**src/rtl/mips_muldiv_pkg.sv**
```systemverilog
// Shared definitions for the MIPS multiply/divide unit: op encodings,
// FSM state enumeration and the default datapath width.
package mips_muldiv_pkg;

    localparam int MD_WIDTH = 32;

    typedef enum logic [2:0] {
        MD_MULT  = 3'd0,
        MD_MULTU = 3'd1,
        MD_DIV   = 3'd2,
        MD_DIVU  = 3'd3,
        MD_MTHI  = 3'd4,
        MD_MTLO  = 3'd5
    } md_op_e;

    typedef enum logic [1:0] {
        S_IDLE = 2'd0,
        S_RUN  = 2'd1,
        S_FIX  = 2'd2
    } md_state_e;

endpackage

```
**src/rtl/mips_muldiv_datapath.sv**
```systemverilog
// Magnitude registers, radix-2 shift-add / restoring-divide step and the
// final sign fix. The upper half of acc_reg holds product-high or remainder.
module mips_muldiv_datapath
    import mips_muldiv_pkg::*;
#(
    parameter int WIDTH = MD_WIDTH
) (
    input  logic             clk,
    input  logic             rst,
    input  logic             load,
    input  logic             step,
    input  logic             is_div,
    input  logic             is_signed,
    input  logic [WIDTH-1:0] op_a,
    input  logic [WIDTH-1:0] op_b,
    output logic [WIDTH-1:0] res_hi,
    output logic [WIDTH-1:0] res_lo
);

    logic [2*WIDTH-1:0] acc_reg;
    logic [2*WIDTH-1:0] acc_next;
    logic [WIDTH-1:0]   mag_a_reg;
    logic [WIDTH-1:0]   mag_b_reg;
    logic               div_reg;
    logic               neg_q_reg;
    logic               neg_r_reg;

    logic               sign_a;
    logic               sign_b;
    logic [WIDTH-1:0]   mag_a;
    logic [WIDTH-1:0]   mag_b;

    logic [WIDTH:0]     mul_sum;
    logic [WIDTH:0]     div_shift;
    logic [WIDTH-1:0]   div_rem;
    logic               div_ge;

    logic [2*WIDTH-1:0] prod_fix;
    logic [WIDTH-1:0]   quot_fix;
    logic [WIDTH-1:0]   rem_fix;

    // Two's-complement absolute value; 0x80..0 maps onto itself, which is
    // exactly the unsigned magnitude we need.
    assign sign_a = is_signed & op_a[WIDTH-1];
    assign sign_b = is_signed & op_b[WIDTH-1];
    assign mag_a  = sign_a ? -op_a : op_a;
    assign mag_b  = sign_b ? -op_b : op_b;

    always_comb begin
        mul_sum   = {1'b0, acc_reg[2*WIDTH-1:WIDTH]} + {1'b0, mag_a_reg};
        div_shift = {acc_reg[2*WIDTH-1:WIDTH], acc_reg[WIDTH-1]};
        div_ge    = (div_shift >= {1'b0, mag_b_reg});
        div_rem   = div_shift[WIDTH-1:0] - mag_b_reg;
        acc_next  = acc_reg;
        if (div_reg) begin
            if (div_ge)
                acc_next = {div_rem, acc_reg[WIDTH-2:0], 1'b1};
            else
                acc_next = {div_shift[WIDTH-1:0], acc_reg[WIDTH-2:0], 1'b0};
        end else begin
            if (acc_reg[0])
                acc_next = {mul_sum, acc_reg[WIDTH-1:1]};
            else
                acc_next = {1'b0, acc_reg[2*WIDTH-1:1]};
        end
    end

    always_ff @(posedge clk or posedge rst) begin
        if (rst) begin
            acc_reg   <= '0;
            mag_a_reg <= '0;
            mag_b_reg <= '0;
            div_reg   <= 1'b0;
            neg_q_reg <= 1'b0;
            neg_r_reg <= 1'b0;
        end else if (load) begin
            acc_reg   <= is_div ? {{WIDTH{1'b0}}, mag_a} : {{WIDTH{1'b0}}, mag_b};
            mag_a_reg <= mag_a;
            mag_b_reg <= mag_b;
            div_reg   <= is_div;
            neg_q_reg <= sign_a ^ sign_b;
            neg_r_reg <= sign_a;
        end else if (step) begin
            acc_reg   <= acc_next;
        end
    end

    // Divide-by-zero and the signed-overflow case fall out of the plain
    // algorithm plus this sign fix, so no special casing is needed.
    assign prod_fix = neg_q_reg ? -acc_reg : acc_reg;
    assign quot_fix = neg_q_reg ? -acc_reg[WIDTH-1:0] : acc_reg[WIDTH-1:0];
    assign rem_fix  = neg_r_reg ? -acc_reg[2*WIDTH-1:WIDTH] : acc_reg[2*WIDTH-1:WIDTH];

    assign res_hi = div_reg ? rem_fix  : prod_fix[2*WIDTH-1:WIDTH];
    assign res_lo = div_reg ? quot_fix : prod_fix[WIDTH-1:0];

endmodule

```
**src/rtl/mips_muldiv_unit.sv**
```systemverilog
// EX-stage multiply/divide unit: control FSM, iteration counter, HI/LO
// registers and the pipeline stall request.
module mips_muldiv_unit
    import mips_muldiv_pkg::*;
#(
    parameter int WIDTH = MD_WIDTH,
    parameter int CNT_W = 6
) (
    input  logic             clk,
    input  logic             rst,
    input  logic             start,
    input  logic [2:0]       op,
    input  logic [WIDTH-1:0] rs_val,
    input  logic [WIDTH-1:0] rt_val,
    input  logic             cancel,
    input  logic             hilo_rd,
    output logic [WIDTH-1:0] hi,
    output logic [WIDTH-1:0] lo,
    output logic             busy,
    output logic             done,
    output logic             stall_req
);

    md_state_e          state_reg;
    logic [CNT_W-1:0]   cnt_reg;

    logic               is_muldiv;
    logic               is_div;
    logic               is_signed;
    logic               accept;
    logic               dp_load;
    logic               dp_step;
    logic [WIDTH-1:0]   res_hi;
    logic [WIDTH-1:0]   res_lo;

    assign is_muldiv = (op == MD_MULT) || (op == MD_MULTU) || (op == MD_DIV) || (op == MD_DIVU);
    assign is_div    = (op == MD_DIV)  || (op == MD_DIVU);
    assign is_signed = (op == MD_MULT) || (op == MD_DIV);

    // New work is only taken in IDLE; a cancelled EX instruction never issues.
    assign accept  = (state_reg == S_IDLE) && start && !cancel;
    assign dp_load = accept && is_muldiv;
    assign dp_step = (state_reg == S_RUN) && !cancel;

    mips_muldiv_datapath #(
        .WIDTH(WIDTH)
    ) u_datapath (
        .clk       (clk),
        .rst       (rst),
        .load      (dp_load),
        .step      (dp_step),
        .is_div    (is_div),
        .is_signed (is_signed),
        .op_a      (rs_val),
        .op_b      (rt_val),
        .res_hi    (res_hi),
        .res_lo    (res_lo)
    );

    always_ff @(posedge clk or posedge rst) begin
        if (rst) begin
            state_reg <= S_IDLE;
            cnt_reg   <= '0;
            hi        <= '0;
            lo        <= '0;
            busy      <= 1'b0;
            done      <= 1'b0;
        end else begin
            done <= 1'b0;
            case (state_reg)
                S_IDLE: begin
                    if (dp_load) begin
                        state_reg <= S_RUN;
                        cnt_reg   <= CNT_W'(WIDTH);
                        busy      <= 1'b1;
                    end else if (accept && op == MD_MTHI) begin
                        hi <= rs_val;
                    end else if (accept && op == MD_MTLO) begin
                        lo <= rs_val;
                    end
                end
                S_RUN: begin
                    if (cancel) begin
                        state_reg <= S_IDLE;
                        busy      <= 1'b0;
                    end else begin
                        cnt_reg <= cnt_reg - 1'b1;
                        if (cnt_reg == CNT_W'(1))
                            state_reg <= S_FIX;
                    end
                end
                S_FIX: begin
                    // Result commits even if cancel arrives this cycle.
                    hi        <= res_hi;
                    lo        <= res_lo;
                    done      <= 1'b1;
                    busy      <= 1'b0;
                    state_reg <= S_IDLE;
                end
                default: begin
                    state_reg <= S_IDLE;
                    busy      <= 1'b0;
                end
            endcase
        end
    end

    assign stall_req = busy & (hilo_rd | start) & ~cancel;

endmodule

```
**config.mk**
```make
export PLATFORM = sky130hd
export DESIGN_NAME = mips_muldiv_unit
export DESIGN_NICKNAME = d
export VERILOG_FILES = /design/src/rtl/mips_muldiv_pkg.sv /design/src/rtl/mips_muldiv_datapath.sv /design/src/rtl/mips_muldiv_unit.sv
export SDC_FILE = /design/constraint.sdc
export NUM_CORES = 1
export LEC_CHECK = 0
export CORE_MARGIN = 2
export CORE_UTILIZATION = 40
export CTS_BUF_LIST = sky130_fd_sc_hd__clkbuf_4 sky130_fd_sc_hd__clkbuf_8 sky130_fd_sc_hd__clkbuf_16
export DETAILED_ROUTE_END_ITERATION = 6
export SLEW_MARGIN = 20
export SYNTH_ARGS = -nofsm -noshare
export SYNTH_HDL_FRONTEND = slang
export SYNTH_SLANG_ARGS = --single-unit
```
**constraint.sdc**
```tcl
create_clock -name clk -period 9.5 [get_ports clk]
set_clock_uncertainty 0.15 [all_clocks]
set_input_delay 2.375 -clock clk [delete_from_list [all_inputs] [get_ports clk]]
set_output_delay 2.375 -clock clk [all_outputs]
set_load 0.1 [all_outputs]
```
==> results of run 1 <==
-- per-layer routing --
metal	track usage [%]	vias to the layer above	wire length (um)
met4	9.85	0	2090
met5	0	-	0
met3	4.63	108	4530
met2	44.4	634	26100
met1	38.9	7509	26200
li1	-	7278	-
-- cell usage in the layout (no fill, tap or decap), types with 10 or more instances in the layout --
cell type        Yosys  routed
o21bai_1            12      10
xnor2_1             87      87
a32o_1              15      15
nor3_1              36      36
nand4_1             13      13
clkbuf_16            0      25
nor2b_1             11      10
mux2_2              15      15
a31oi_1             29      29
a21o_1              20      20
o22ai_1             25      25
nor2_1             154     154
nand2_1            288     288
nand3_1             23      23
a22oi_1             12      12
xor2_1              87      87
a21oi_1            177     177
nor4_1              24      24
ha_1                70      70
a211oi_1            14      13
mux2i_1             40      40
dfrtp_1            205     204
o211ai_1            27      27
clkdlybuf4s50_1      1     138
o21ai_0            197     197
nand2b_1            16      14
o31ai_1             19      19
and3_1              17      17
o221ai_1            14      14
inv_1               68      67
buf_4                0      17
-- how the worst min path moves through the flow --
stage,startpoint,end,depth (start not counted)
final,lo[1],lo[1],2
after global routing,u_datapath.mag_b_reg[4],u_datapath.mag_b_reg[4],2
after CTS,lo[1],lo[1],2
after detailed placement,lo[1],lo[1],2
after global placement,lo[22],lo[22],2
after floorplan,u_datapath.mag_b_reg[15],u_datapath.mag_b_reg[15],2
-- cell families after synthesis --
| group | Yosys count | share of synthesized area [%] |
|---|---|---|
| XOR/XNOR | 174 | 9.55 |
| buffers and inverters | 203 | 5.60 |
| AND/OR/NAND/NOR | 643 | 18.4 |
| flip-flops | 205 | 32.1 |
| AO/OA/AOI/OAI | 640 | 25.0 |
| multiplexers | 55 | 3.57 |
| adder cells (fa/ha/maj) | 72 | 5.74 |
-- cell type report --
class	count	area, sq um
Clock inverter	15	165
Inverter	70	270
Tap cell	525	657
Timing Repair Buffer	157	1560
Clock buffer	30	688
Fill cell	3841	21100
Multi-Input combinational cell	1584	9990
Sequential cell	205	5130
-- worst max-delay path, cell delays in order --
cell             delay (ps)
clkdlybuf4s50_1         470
nor3b_1                 210
clkdlybuf4s50_1        1160
-- per-stage QoR --
step	setup WS [ps]	power, uW	hold slack [ps]	cells
final	2750	6850	326	2586
after global routing	2690	7280	349	2586
after floorplan	1380	4710	300	1992
after detailed placement	2740	5780	321	2539
after global placement	2750	5750	314	2539
after CTS	2740	6800	335	2584
-- power by group through the flow --
stage | Sequential, uW | Combinational, uW | Clock (uW)
floorplan | 2290 | 2420 | 0
finish | 1720 | 4120 | 1010
global route | 1770 | 4460 | 1050
detailed placement | 1720 | 4060 | 0
CTS | 1700 | 4080 | 1020
global placement | 1700 | 4040 | 0
==> run summary, run 1 <==
Comb pwr share = 60.2%
maximum capacitance violations = 0
Pre-Repair DR Iteration Count = 5
Worst R2R Setup Slack = 5450 ps
clock-pin slew on the worst setup and hold paths = 60 ps
Seq cells post-synth = 205
hold_buf cts = 0
vias in the first global route = 14800
largest cells by area after synthesis = dfrtp_1 (32%), nand2_1 (6.8%), o21ai_0 (6.2%)
internal power = 3200 uW
TritonCTS clock tree = done
Final period util = 71.0%
Gate Count Post-Synth = 1992
count of cell types in the netlist = 88
global-route wire length before repair = 89.9 mm
top cell type's share of synthesized area = 32.1%
Max-slew headroom = 32.0%
Bufs on Longest Clock Path = 3
post-layout min period = 6750 ps
Syn. warnings = 0
final setup vio count = 0
fraction of registers with async set/reset = 100%
TNS Setup = 0 ps
number of synthesized flops with an enable pin = 0
final slew viol count = 0
syn nets = 2136
sw frac = 53.3%
Seq pwr share = 25.1%
# resized after CTS = 0
RSZ-0062 raised after global routing = no
leak pwr = 0.00781 uW
Top FF cell, synth = dfrtp_1
crit path from = cancel
final hold vios = 0
I/O Pins = 139
DRC = 0
Worst Reg-to-Reg Cells = 10
worst vdd ir = 175 uV
DR iter-0 viols = 1391
reg2reg start = u_datapath.acc_reg[38]
placed cell areas = 17600 sq um
CP Capture Type = output pin
IO buf count = 138
Initial Util = 40.4%
layout cell share with drive strength beyond 1 = 5.58%
GRT Overall Usage = 28.1%
Worst EP required = 6980 ps
final core area utilization = 46.7%
outcome = finished, final reports clean
most frequent cell after synthesis = nand2_1
Worst Setup Start Kind = primary input
Via density = 6.01
final instance area = 18500 sq um
max reg flops = 64
CP max FO = 5
via count = 15500
Post-layout nets = 2187
largest net degree at the start of global routing = 136
Root Driver = clkbuf_16
core area = 39500 sq um
std cell rows = 73
Tightest Pin Transition = 1020 ps
RePlAce Congestion = 0.942
Die X-Extent = 204 um
Setup Buffers After CTS = 0
Arr. time, crit path = 4220 ps
Clk network pwr share = 14.7%
fmax = 148 MHz
antenna violation net count after detailed routing = 0
initial antenna violation count = 0
Pwr Density = 371 nW/um^2
syn_area_per_cell = 8.01 sq um
reg2reg end = u_datapath.acc_reg[58]
P_sw = 3650 uW
HPWL after detailed placement = 45.0 mm
drt wl/cell = 22.8 um
Die Height = 204 um
Post-Synthesis Cell Area = 16000 sq um
Synth area leader = dfrtp_1
Congestion Overflow GR = 0
sequential fraction of the synthesis area = 32.1%
CTS Buf Count = 25
# H-tree levels = 1
commonest cells in the netlist = nand2_1 (288), dfrtp_1 (205), o21ai_0 (197), a21oi_1 (177), nor2_1 (154)
Hold WC Path Type = reg -> reg
CTS sink cnt = 205
Clk Latency, worst-skew pair = 550 ps
kind of critical path = in -> out
Diodes inserted = 0
WL final = 58.9 mm
die area = 41500 sq um
CP endpoint = stall_req
P&R area growth vs syn = 15.6%
(Power assumes the default switching activity.)
==> inputs of run 2 (changes only) <==
==> constraint.sdc (replaced) <==
create_clock -name clk -period 5.7 [get_ports clk]
set_clock_uncertainty 0.15 [all_clocks]
set_input_delay 1.425 -clock clk [delete_from_list [all_inputs] [get_ports clk]]
set_output_delay 1.425 -clock clk [all_outputs]
set_load 0.1 [all_outputs]
==> run summary, run 2 (synthesized netlist as in run 1, its figures left out) <==
outcome = finished, final reports clean (unchanged)
placed cell areas = 17700 sq um (was 17600 sq um)
layout cell share with drive strength beyond 1 = 6.17% (was 5.58%)
maximum capacitance violations = 0 (unchanged)
Die X-Extent = 204 um (unchanged)
Hold WC Path Type = reg -> reg (unchanged)
CP Capture Type = register (was output pin)
leading cell type in the layout, fill and taps excluded = nand2_1 (unchanged)
Initial Util = 40.4% (unchanged)
I/O Pins = 139 (unchanged)
# H-tree levels = 1 (unchanged)
Clk Latency, worst-skew pair = 560 ps (was 550 ps)
CTS Buf Count = 25 (unchanged)
HPWL after detailed placement = 48.2 mm (was 45.0 mm)
std cell rows = 73 (unchanged)
final setup vio count = 0 (unchanged)
reg2reg start = u_datapath.acc_reg[0] (was u_datapath.acc_reg[38])
Setup Buffers After CTS = 0 (unchanged)
total power = 11500 uW (was 6850 uW)
fmax = 238 MHz
CP endpoint = u_datapath.acc_reg[29] (was stall_req)
TritonCTS clock tree = done (unchanged)
antenna violation net count after detailed routing = 0 (unchanged)
RSZ-0062 raised after global routing = no (unchanged)
P&R area growth vs syn = 16.0% (was 15.6%)
Hold WS = 326 ps (about the same)
Root Driver = clkbuf_16 (unchanged)
worst vdd ir = 306 uV (was 175 uV)
crit path from = rs_val[2] (was cancel)
Routed met3 length = 4.45 mm (was 4.53 mm)
global-route wire length before repair = 93.9 mm (was 89.9 mm)
max reg flops = 64 (unchanged)
initial antenna violation count = 0 (unchanged)
Worst EP required = 6040 ps (was 6980 ps)
die area = 41500 sq um (unchanged)
WHS Path Cells = 2 (unchanged)
Pre-Repair DR Iteration Count = 6 (was 5)
final core area utilization = 46.8% (was 46.7%)
Max-slew headroom = 30.0% (was 32.0%)
Post-layout nets = 2198 (was 2187)
met2 routed wirelength = 27.5 mm (was 26.1 mm)
drt wl/cell = 24.0 um (was 22.8 um)
TNS Setup = 0 ps (unchanged)
final instance area = 18500 sq um (about the same)
IO buf count = 138 (unchanged)
Congestion Overflow GR = 0 (unchanged)
core area = 39500 sq um (unchanged)
CTS sink cnt = 205 (unchanged)
Met1 Wirelength = 28.0 mm (was 26.2 mm)
Die Height = 204 um (unchanged)
reg2reg end = hi[20] (was u_datapath.acc_reg[58])
Final period util = 73.6%
largest net degree at the start of global routing = 119 (was 136)
Worst Setup Start Kind = primary input (unchanged)
max layer used = met4 (unchanged)
Via density = 6.03 (was 6.01)
kind of critical path = in -> reg (was in -> out)
Pwr Density = 621 nW/um^2 (was 371 nW/um^2)
CP max FO = 7 (was 5)
Worst R2R Setup Slack = 1680 ps (was 5450 ps)
WL final = 62.3 mm (was 58.9 mm)
leak pwr = 0.00786 uW (was 0.00781 uW)
Tightest Pin Transition = 1050 ps (was 1020 ps)
DRC = 0 (unchanged)
commonest non-fill, non-tap cells in the layout = nand2_1 (288), dfrtp_1 (204), o21ai_0 (197), a21oi_1 (177), nor2_1 (154) (unchanged)
Worst Reg-to-Reg Cells = 11 (was 10)
hold_buf cts = 0 (unchanged)
Arr. time, crit path = 4530 ps (was 4220 ps)
DR iter-0 viols = 1556 (was 1391)
final hold vios = 0 (unchanged)
post-layout min period = 4190 ps
RePlAce Congestion = 0.916 (was 0.942)
GRT Overall Usage = 29.9% (was 28.1%)
Bufs on Longest Clock Path = 3 (unchanged)
clock-pin slew on the worst setup and hold paths = 60 ps (about the same)
via count = 15700 (was 15500)
final slew viol count = 0 (unchanged)
Diodes inserted = 0 (unchanged)
vias in the first global route = 14800 (about the same)
# resized after CTS = 0 (unchanged)
-- run 2: cell types whose count changed in the layout (fill, tap and decap cells not counted), sizes merged --
| cell | delta |
|---|---|
| bufinv | -1 |
| clkinv | +3 |
| clkdlybuf4s50 | -1 |
| buf | +12 |
| clkinvlp | -1 |
| inv | -1 |
| clkbuf | +1 |
-- run 2: per-stage QoR --
step                      worst slack, ps  std cells
after floorplan                       473       1992
after global placement               1100       2552
after detailed placement             1030       2552
after CTS                            1590       2598
after global routing                 1230       2598
final                                1510       2598
-- run 2: layer usage --
layer / global-route usage (%) / vias up
met4: 10.8 / 0
met2: 46.2 / 690
met5: 0 / -
met3: 3.61 / 104
met1: 42.7 / 7559
li1: - / 7307
-- run 2: cell type report --
type,instances,area [sq um]
Clock inverter,15,135
Tap cell,525,657
Clock buffer,31,696
Multi-Input combinational cell,1584,9990
Sequential cell,205,5130
Fill cell,3915,21000
Inverter,70,267
Timing Repair Buffer,168,1640
-- run 2: worst max-delay path, stage by stage --
cell and delay, ps:
clkdlybuf4s50_1 590, or4_1 640, nor4_1 230, buf_4 180, and4b_1 340, nand3_1 190, o41ai_1 370, xor2_1 140
mux2_2 280, o21ai_0 130
-- run 2: worst min-delay path by stage --
stage / from / to / slack, ps
6_report: lo[17] / lo[17] / 330
5_1_grt: lo[17] / lo[17] / 360
4_1_cts: lo[17] / lo[17] / 330
3_5_place_dp: lo[17] / lo[17] / 320
3_3_place_gp: lo[13] / lo[13] / 310
2_1_floorplan: u_datapath.mag_b_reg[15] / u_datapath.mag_b_reg[15] / 300
-- run 2: where the power goes --
part | internal [uW] | switching (uW) | total [uW]
Combinational | 2360 | 4610 | 6970
Clock | 956 | 675 | 1630
Sequential | 1980 | 911 | 2890
==> inputs of run 3 (changes only) <==
==> constraint.sdc (replaced) <==
create_clock -name clk -period 4.1 [get_ports clk]
set_clock_uncertainty 0.15 [all_clocks]
set_input_delay 1.025 -clock clk [delete_from_list [all_inputs] [get_ports clk]]
set_output_delay 1.025 -clock clk [all_outputs]
set_load 0.1 [all_outputs]
==> run summary, run 3 (synthesized netlist as in run 1, its figures left out) <==
Hold WC Path Type = reg -> reg (unchanged)
I/O Pins = 139 (unchanged)
TNS Setup = 0 ps (unchanged)
vias in the first global route = 14600 (was 14800)
Arr. time, crit path = 4120 ps (was 4530 ps)
Post-layout nets = 2261 (was 2198)
# H-tree levels = 1 (unchanged)
Final period util = 94.3%
reg2reg start = u_datapath.acc_reg[34] (was u_datapath.acc_reg[0])
antenna violation net count after detailed routing = 0 (unchanged)
CTS Buf Count = 24 (was 25)
IO buf count = 138 (unchanged)
max reg flops = 64 (unchanged)
Pwr Density = 849 nW/um^2 (was 621 nW/um^2)
std cell rows = 73 (unchanged)
outcome = finished, final reports clean (unchanged)
CTS sink cnt = 205 (unchanged)
P&R area growth vs syn = 19.7% (was 16.0%)
maximum capacitance violations = 0 (unchanged)
Worst Reg-to-Reg Cells = 11 (unchanged)
fillers = 3862 (was 3915)
largest net degree at the start of global routing = 80 (was 119)
Min-Delay Startpoint = lo[3] (was lo[17])
Die Height = 204 um (unchanged)
core area = 39500 sq um (unchanged)
Worst Hold Path EP = lo[3] (was lo[17])
DRC = 0 (unchanged)
Tightest Pin Transition = 1020 ps (was 1050 ps)
Root Driver = clkbuf_16 (unchanged)
Worst EP required = 4360 ps (was 6040 ps)
HPWL after detailed placement = 47.5 mm (was 48.2 mm)
leading cell type in the layout, fill and taps excluded = nand2_1 (unchanged)
clock-pin slew on the worst setup and hold paths = 60 ps (about the same)
RSZ-0062 raised after global routing = no (unchanged)
final hold vios = 0 (unchanged)
Initial Util = 40.4% (unchanged)
post-layout min period = 3860 ps
CP max FO = 43 (was 7)
hold_buf cts = 0 (unchanged)
CP Capture Type = register (unchanged)
GRT Overall Usage = 29.1% (was 29.9%)
commonest non-fill, non-tap cells in the layout = nand2_1 (288), dfrtp_1 (204), o21ai_0 (197), a21oi_1 (177), nor2_1 (154) (unchanged)
Diodes inserted = 0 (unchanged)
Congestion Overflow GR = 0 (unchanged)
reg2reg end = u_datapath.acc_reg[33] (was hi[20])
WL final = 61.1 mm (was 62.3 mm)
layout cell share with drive strength beyond 1 = 8.95% (was 6.17%)
Worst R2R Setup Slack = 240 ps (was 1680 ps)
drt wl/cell = 23.0 um (was 24.0 um)
Pre-Repair DR Iteration Count = 6 (unchanged)
RePlAce Congestion = 0.933 (was 0.916)
DR iter-0 viols = 1518 (was 1556)
Via density = 5.93 (was 6.03)
final slew viol count = 0 (unchanged)
WHS Path Cells = 2 (unchanged)
global-route wire length before repair = 91.8 mm (was 93.9 mm)
Hold WS = 330 ps (was 326 ps)
final setup vio count = 0 (unchanged)
TritonCTS clock tree = done (unchanged)
initial antenna violation count = 0 (unchanged)
leak pwr = 0.00821 uW (was 0.00786 uW)
via count = 15800 (was 15700)
worst vdd ir = 453 uV (was 306 uV)
Die X-Extent = 204 um (unchanged)
Worst Setup Start Kind = register (was primary input)
fmax = 259 MHz
Clk Latency, worst-skew pair = 550 ps (was 560 ps)
kind of critical path = reg -> reg (was in -> reg)
Max-slew headroom = 32.1% (was 30.0%)
die area = 41500 sq um (unchanged)
Bufs on Longest Clock Path = 3 (unchanged)
run 3: changes by cell type in the layout (fill, tap and decap cells not counted):
cell       change
buf_4         +60
nor4_2         +1
inv_6          -1
buf_12         +4
nor3b_2        +1
clkinv_2       -8
nor3b_1        -1
bufinv_16      +2
nor4_1         -1
clkbuf_4       +4
run 3: power breakdown:
group	switching, uW	leakage (uW)	total (uW)	internal, uW
Combinational	6620	0.00523	10100	3450
Clock	914	0.000433	2390	1480
Sequential	996	0.00254	3760	2760
run 3: worst max-delay path: stages, from the launching register on:
cell and delay (ps):
dfrtp_1 560, ha_1 430, nand3_1 210, a2111oi_0 790, o31ai_1 210, nand3_1 310
a211oi_4 130, buf_12 200, mux2i_1 220, nor2_1 60, o21ai_0 280, o21ai_0 150
run 3: how the worst max path moves through the flow:
| stage | endpoint | start | depth (start not counted) | slack [ps] |
|---|---|---|---|---|
| 2_1_floorplan | busy | rst | 1 | 270 |
| 3_3_place_gp | u_datapath.acc_reg[29] | rs_val[16] | 9 | 60 |
| 3_5_place_dp | u_datapath.acc_reg[29] | rs_val[2] | 10 | 100 |
| 4_1_cts | hi[19] | u_datapath.acc_reg[1] | 9 | 290 |
| 5_1_grt | u_datapath.acc_reg[33] | u_datapath.acc_reg[34] | 11 | 110 |
| 6_report | u_datapath.acc_reg[33] | u_datapath.acc_reg[34] | 11 | 240 |
run 3: what timing repair did:
action,4_1_cts,5_1_grt
resized for setup,0,1
setup buffers,0,0
setup endpoints to repair,0,1
endpoints found under the hold margin,0,0
run 3: stage by stage:
step	total power, uW	setup slack, ps	area [sq um]	util [%]	cells
2_1_floorplan	10900	267	16000	-	1992
3_3_place_gp	13600	61.3	18200	46.1	2616
3_5_place_dp	13700	95.6	18200	46.1	2616
4_1_cts	16100	288	19100	48.3	2659
5_1_grt	17200	114	19100	48.3	2659
6_report	16200	236	19100	48.3	2659
run 3: layer usage:
| metal | up-vias | wire [um] | track usage, % |
|---|---|---|---|
| li1 | 7413 | - | - |
| met1 | 7618 | 27500 | 41.5 |
| met2 | 650 | 27000 | 45.5 |
| met3 | 96 | 4220 | 2.89 |
| met4 | 0 | 2400 | 11.1 |
| met5 | - | 0 | 0 |
run 3: cell type report:
cell class	instances	area [sq um]	share of cell area, %
clock buffer	35	726	3.80
clock inverter	8	146	0.766
inverter	70	267	1.39
multi-input combinational	1584	10000	52.4
sequential	205	5130	26.9
tap	525	657	3.44
timing repair buffer	232	2170	11.4
==> patch 1: new RTL, config.mk and constraints of run 1 <==
The 3 states of `md_state_e` get a one-hot encoding in 3 bits.
--- a/src/rtl/mips_muldiv_pkg.sv
+++ b/src/rtl/mips_muldiv_pkg.sv
@@ -13,10 +13,10 @@
         MD_MTLO  = 3'd5
     } md_op_e;
 
-    typedef enum logic [1:0] {
-        S_IDLE = 2'd0,
-        S_RUN  = 2'd1,
-        S_FIX  = 2'd2
+    typedef enum logic [2:0] {
+        S_IDLE = 3'b001,
+        S_RUN  = 3'b010,
+        S_FIX  = 3'b100
     } md_state_e;
 
 endpackage
Function: no difference found for any inputs over 4 cycles, from zero or initial values and one cycle with rst high; so few cycles prove little.
==> patch 1 against run 1 <==
  * Setup slack worse by 0.22 ns
  * Sequential share of layout area is 0.40 points higher
  * Area after synthesis is 1.6% lower
  * Worst hold slack better by 0.0031 ns
  * Final area is 0.85% lower
  * Sequential cell count is 1 higher
  * Count of clock-buffer cells in the layout is 7 higher
  * Wire length is 1.6% lower
Power is not compared: it rests on default switching activity, and its combinational part moved more than twofold at a synthesized area within 25%.
==> patch 1: results (changes against run 1) <==
number of buffers added on ports 138 (unchanged); achievable clock frequency 144 MHz (was 148 MHz); Post-Syn Instances 1952 (was 1992); logic depth of the worst register-to-register path 14 (was 10); Post-DP HPWL 43.9 mm (was 45.0 mm); global placement routability congestion 0.939 (was 0.942); via/cell ratio 5.95 (was 6.01); Initial DRC Count 1195 (was 1391); routed wire length on met3 4.65 mm (was 4.53 mm); capture instance of the worst register-to-register path u_datapath.acc_reg[62] (was u_datapath.acc_reg[58]); routed wire length 58.0 mm (was 58.9 mm); post-synthesis sequential area ratio 32.8% (was 32.1%); data arrival time of the worst path 4.44 ns (was 4.22 ns); sum of routed wire segments on met1 25.6 mm (was 26.2 mm); iteration count of the initial detailed-routing pass 7 (was 5); Bufs on Longest Clock Path 3 (unchanged); Netlist cell types 76 (was 88); global-route wire length before repair 86.8 mm (was 89.9 mm); worst reg2reg path startpoint u_datapath.acc_reg[31] (was u_datapath.acc_reg[38]); number of antenna violations at the first check in global routing 1 (was 0); run status finished, final reports clean (unchanged); ranking of synthesized cells by area sky130_fd_sc_hd__dfrtp_1, sky130_fd_sc_hd__o21ai_0, sky130_fd_sc_hd__ha_1, sky130_fd_sc_hd__a21oi_1, sky130_fd_sc_hd__nand2_1 (was sky130_fd_sc_hd__dfrtp_1, sky130_fd_sc_hd__nand2_1, sky130_fd_sc_hd__o21ai_0, sky130_fd_sc_hd__a21oi_1, sky130_fd_sc_hd__ha_1); area growth from synthesis to final layout 16.5% (was 15.6%); start point of the worst min-delay path lo[15] (was lo[1]); worst slack, placed 2.55 ns (was 2.74 ns); sink of the worst hold path lo[15] (was lo[1]); Synth top cells by count sky130_fd_sc_hd__o21ai_0, sky130_fd_sc_hd__nand2_1, sky130_fd_sc_hd__dfrtp_1 (was sky130_fd_sc_hd__nand2_1, sky130_fd_sc_hd__dfrtp_1, sky130_fd_sc_hd__o21ai_0); origin of the worst setup path cancel (unchanged); total met2 wirelength after detailed routing 24.2 mm (was 26.1 mm); register-to-register setup slack 4.67 ns (was 5.45 ns); Final nets 2149 (was 2187); Seq pwr share 31.0%; Fin Hold WS 0.329 ns (was 0.326 ns); via count of the first global-routing pass 14096 (was 14793); All-Layer GR Usage 27.8% (was 28.1%); met3 global-route usage 5.10% (was 4.63%); maximum number of pins on one net before global-route repair 139 (was 136); met2 usage 40.8% (was 44.4%); worst max-slew margin expressed relative to the limit 29.2% (was 32.0%); number of hold buffers added after cts 0 (unchanged); count of non-filler cells in the finished layout 2540 (was 2586); fraction of final layout cells with drive strength greater than 1 5.05% (was 5.58%); cell area after placement 17400 um^2 (was 17600 um^2); Layout fillers 3848 (was 3841); grt met1 use 38.8% (was 38.9%)
patch 1: changes by cell type in the layout (fill, tap and decap cells not counted), sizes merged, moves of 11 or more:
cell and change:
nand2 -58, o21ai +39, mux2i +21, o22ai -20
a21o +11
patch 1: final cells by class:
type	instances	share of cell area [%]
multi-input combinational	1550	53.8
sequential	206	28.2
timing repair buffer	156	8.37
clock buffer	37	4.11
tap	518	3.54
inverter	66	1.39
clock inverter	6	0.595
antenna	1	0.0137
patch 1: cell families after synthesis:
family	after synthesis	share of synthesized area, %
buffers and inverters	196	4.77
multiplexers	66	4.24
adder cells (fa/ha/maj)	72	5.83
XOR/XNOR	175	9.76
flip-flops	206	32.8
AND/OR/NAND/NOR	587	17.5
AO/OA/AOI/OAI	650	25.1
patch 1: worst min-delay path, stage by stage, from the launching register on:
cell and delay [ns]:
sky130_fd_sc_hd__dfrtp_1 0.34, sky130_fd_sc_hd__nand2_1 0.04, sky130_fd_sc_hd__o21ai_0 0.06
==> patch 2: new RTL, config.mk and constraints of run 1 <==
Without the edit above. Change the parameter `CNT_W` from 6 to 8.
--- a/src/rtl/mips_muldiv_unit.sv
+++ b/src/rtl/mips_muldiv_unit.sv
@@ -4,7 +4,7 @@
     import mips_muldiv_pkg::*;
 #(
     parameter int WIDTH = MD_WIDTH,
-    parameter int CNT_W = 6
+    parameter int CNT_W = 8
 ) (
     input  logic             clk,
     input  logic             rst,
Check against the original RTL: same outputs for any inputs over 4 cycles, from zero or initial values and one cycle with rst high; that may be too few to reach the edited logic, so the function may still have changed.
==> patch 2 against run 1 <==
  * Sequential cell count rose by 2
  * First-iteration DRC count increased by 21%
  * Wire length increased by 0.13%
  * Setup slack got worse by 0.014 ns
  * Die area up 1.2%
  * Final area increased by 0.85%
  * Power increased by 2.4%
  * Area after synthesis increased by 1.2%
  * Critical path type unchanged
==> patch 2: results (changes against run 1) <==
clock slew seen by the registers of the worst setup and hold paths 0.06 ns (about the same); Initial DRC Count 1678 (was 1391); count of cells resized by post-cts repair 0 (unchanged); number of flip-flops in the largest register 64 (unchanged); number of antenna repair diodes 0 (unchanged); iteration count of the initial detailed-routing pass 6 (was 5); post-synthesis sequential area ratio 32.0% (was 32.1%); internal power consumption 0.00328 W (was 0.00320 W); insertion delay to the later sink of the worst-skew pair 0.54 ns; Netlist cell types 80 (was 88); number of remaining DRC errors 0 (unchanged); fraction of final layout cells with drive strength greater than 1 5.12% (was 5.58%); worst hold-check path type flip-flop to flip-flop (unchanged); via/cell ratio 6.00 (was 6.01); synthesized area per cell 7.95 um^2 (was 8.01 um^2); maximum number of pins on one net before global-route repair 131 (was 136); number of buffers inserted by post-CTS setup repair 0 (unchanged); Bufs on Longest Clock Path 3 (unchanged); max cap viols 0 (unchanged); via count of the first global-routing pass 14642 (was 14793); worst-case vdd ir drop 0.000172 V (was 0.000175 V); data arrival time of the worst path 4.24 ns (was 4.22 ns); ANT nets after route 0 (unchanged); routed wire length 59.0 mm (was 58.9 mm); clock root buffer sky130_fd_sc_hd__clkbuf_16 (unchanged); global placement routability congestion 0.963 (was 0.942); H-tree depth 1 (unchanged); cell total after placement 2573 (was 2539); top flip-flop cell by instance count after synthesis sky130_fd_sc_hd__dfrtp_1 (unchanged); Critical Path Fanout Max 6 (was 5); CTS buffer count 25 (unchanged); ranking of synthesized cells by area sky130_fd_sc_hd__dfrtp_1, sky130_fd_sc_hd__o21ai_0, sky130_fd_sc_hd__a21oi_1, sky130_fd_sc_hd__nand2_1, sky130_fd_sc_hd__ha_1 (was sky130_fd_sc_hd__dfrtp_1, sky130_fd_sc_hd__nand2_1, sky130_fd_sc_hd__o21ai_0, sky130_fd_sc_hd__a21oi_1, sky130_fd_sc_hd__ha_1); Layout fillers 3949 (was 3841); warning count from the yosys run 0 (unchanged); number of buffers added on ports 138 (unchanged); All-Layer GR Usage 27.9% (was 28.1%); number of antenna violations at the first check in global routing 0 (unchanged); Final nets 2219 (was 2187); WL per Instance 22.6 um (was 22.8 um); Post-DP HPWL 45.7 mm (was 45.0 mm); post-synthesis async set-or-reset flop share 100% (unchanged); run status finished, final reports clean (unchanged); Synth top cells by count sky130_fd_sc_hd__nand2_1, sky130_fd_sc_hd__o21ai_0, sky130_fd_sc_hd__dfrtp_1 (was sky130_fd_sc_hd__nand2_1, sky130_fd_sc_hd__dfrtp_1, sky130_fd_sc_hd__o21ai_0); static power due to leakage 7.75 nW (was 7.81 nW); global-route wire length before repair 89.4 mm (was 89.9 mm); slew at the pin closest to its max-slew limit 1.13 ns (was 1.02 ns)
patch 2: changes by cell type in the layout (fill, tap and decap cells not counted), sizes merged, moves of 8 or more:
cell and delta:
a21oi +25, xor2 -13, nor2 -21, a22o +9, o21ai +57, a22oi +8, a32o -14, o221ai -8
xnor2 +12, mux2i +12, nand2 -34, o211ai -14
patch 2: path summary, 6_finish.rpt:
path                                        startpoint                      to  slack, ns  depth (start not counted)
worst max-delay path                            cancel               stall_req       2.74                          3
worst min-delay path                            lo[13]                  lo[13]       0.33                          2
worst max register to register  u_datapath.acc_reg[51]  u_datapath.acc_reg[60]       5.47                         11
worst min register to register                  lo[13]                  lo[13]       0.33                          2
max in group asynchronous                          rst  u_datapath.acc_reg[50]       5.59                          3
min in group asynchronous                          rst                   lo[5]       2.30                          2
patch 2: cells by family after synthesis:
kind of cell | Yosys count | share of synthesized area, %
AOI/OAI and AO/OA | 711 | 26.3
xor gates and xnor gates | 173 | 9.37
adders and majority gates | 72 | 5.67
buffers and inverters | 212 | 5.31
DFF | 207 | 32.0
muxes | 73 | 4.68
and+or+nand+nor | 586 | 16.7
patch 2: critical path, stage by stage:
cell and delay [ns]:
sky130_fd_sc_hd__clkdlybuf4s50_1 0.48, sky130_fd_sc_hd__nor3b_1 0.22, sky130_fd_sc_hd__clkdlybuf4s50_1 1.16
patch 2: through the flow:
step	worst slack (ns)	cell area [um^2]
2_1_floorplan	1.32	16200
3_3_place_gp	2.71	17800
3_5_place_dp	2.73	17800
4_1_cts	2.73	18600
5_1_grt	2.66	18600
6_report	2.74	18600
patch 2: power by group through the flow:
stage	logic (W)	registers, W	clock network (W)
global placement	0.00422	0.00171	0
floorplan	0.00252	0.00232	0
detailed placement	0.00425	0.00172	0
global route	0.00468	0.00177	0.00102
finish	0.00432	0.00173	0.000975
CTS	0.00427	0.00171	0.000984
patch 2: routing by layer:
| metal | vias up | part of all wire, % | global-route usage [%] |
|---|---|---|---|
| met3 | 112 | 8.2 | 3.91 |
| met1 | 7513 | 46 | 40.7 |
| met2 | 683 | 41 | 41.0 |
| met5 | - | 0 | 0 |
| met4 | 0 | 4.8 | 11.7 |
| li1 | 7373 | - | - |
patch 2: final cells by class:
class                           instances  area (um^2)  share of cell area [%]
Inverter                               74          285                    1.53
Timing Repair Buffer                  152         1490                    8.02
Multi-Input combinational cell       1615        10200                    54.6
Sequential cell                       207         5180                    27.8
Tap cell                              525          657                    3.53
Clock buffer                           37          772                    4.15
Clock inverter                          5         58.8                   0.316
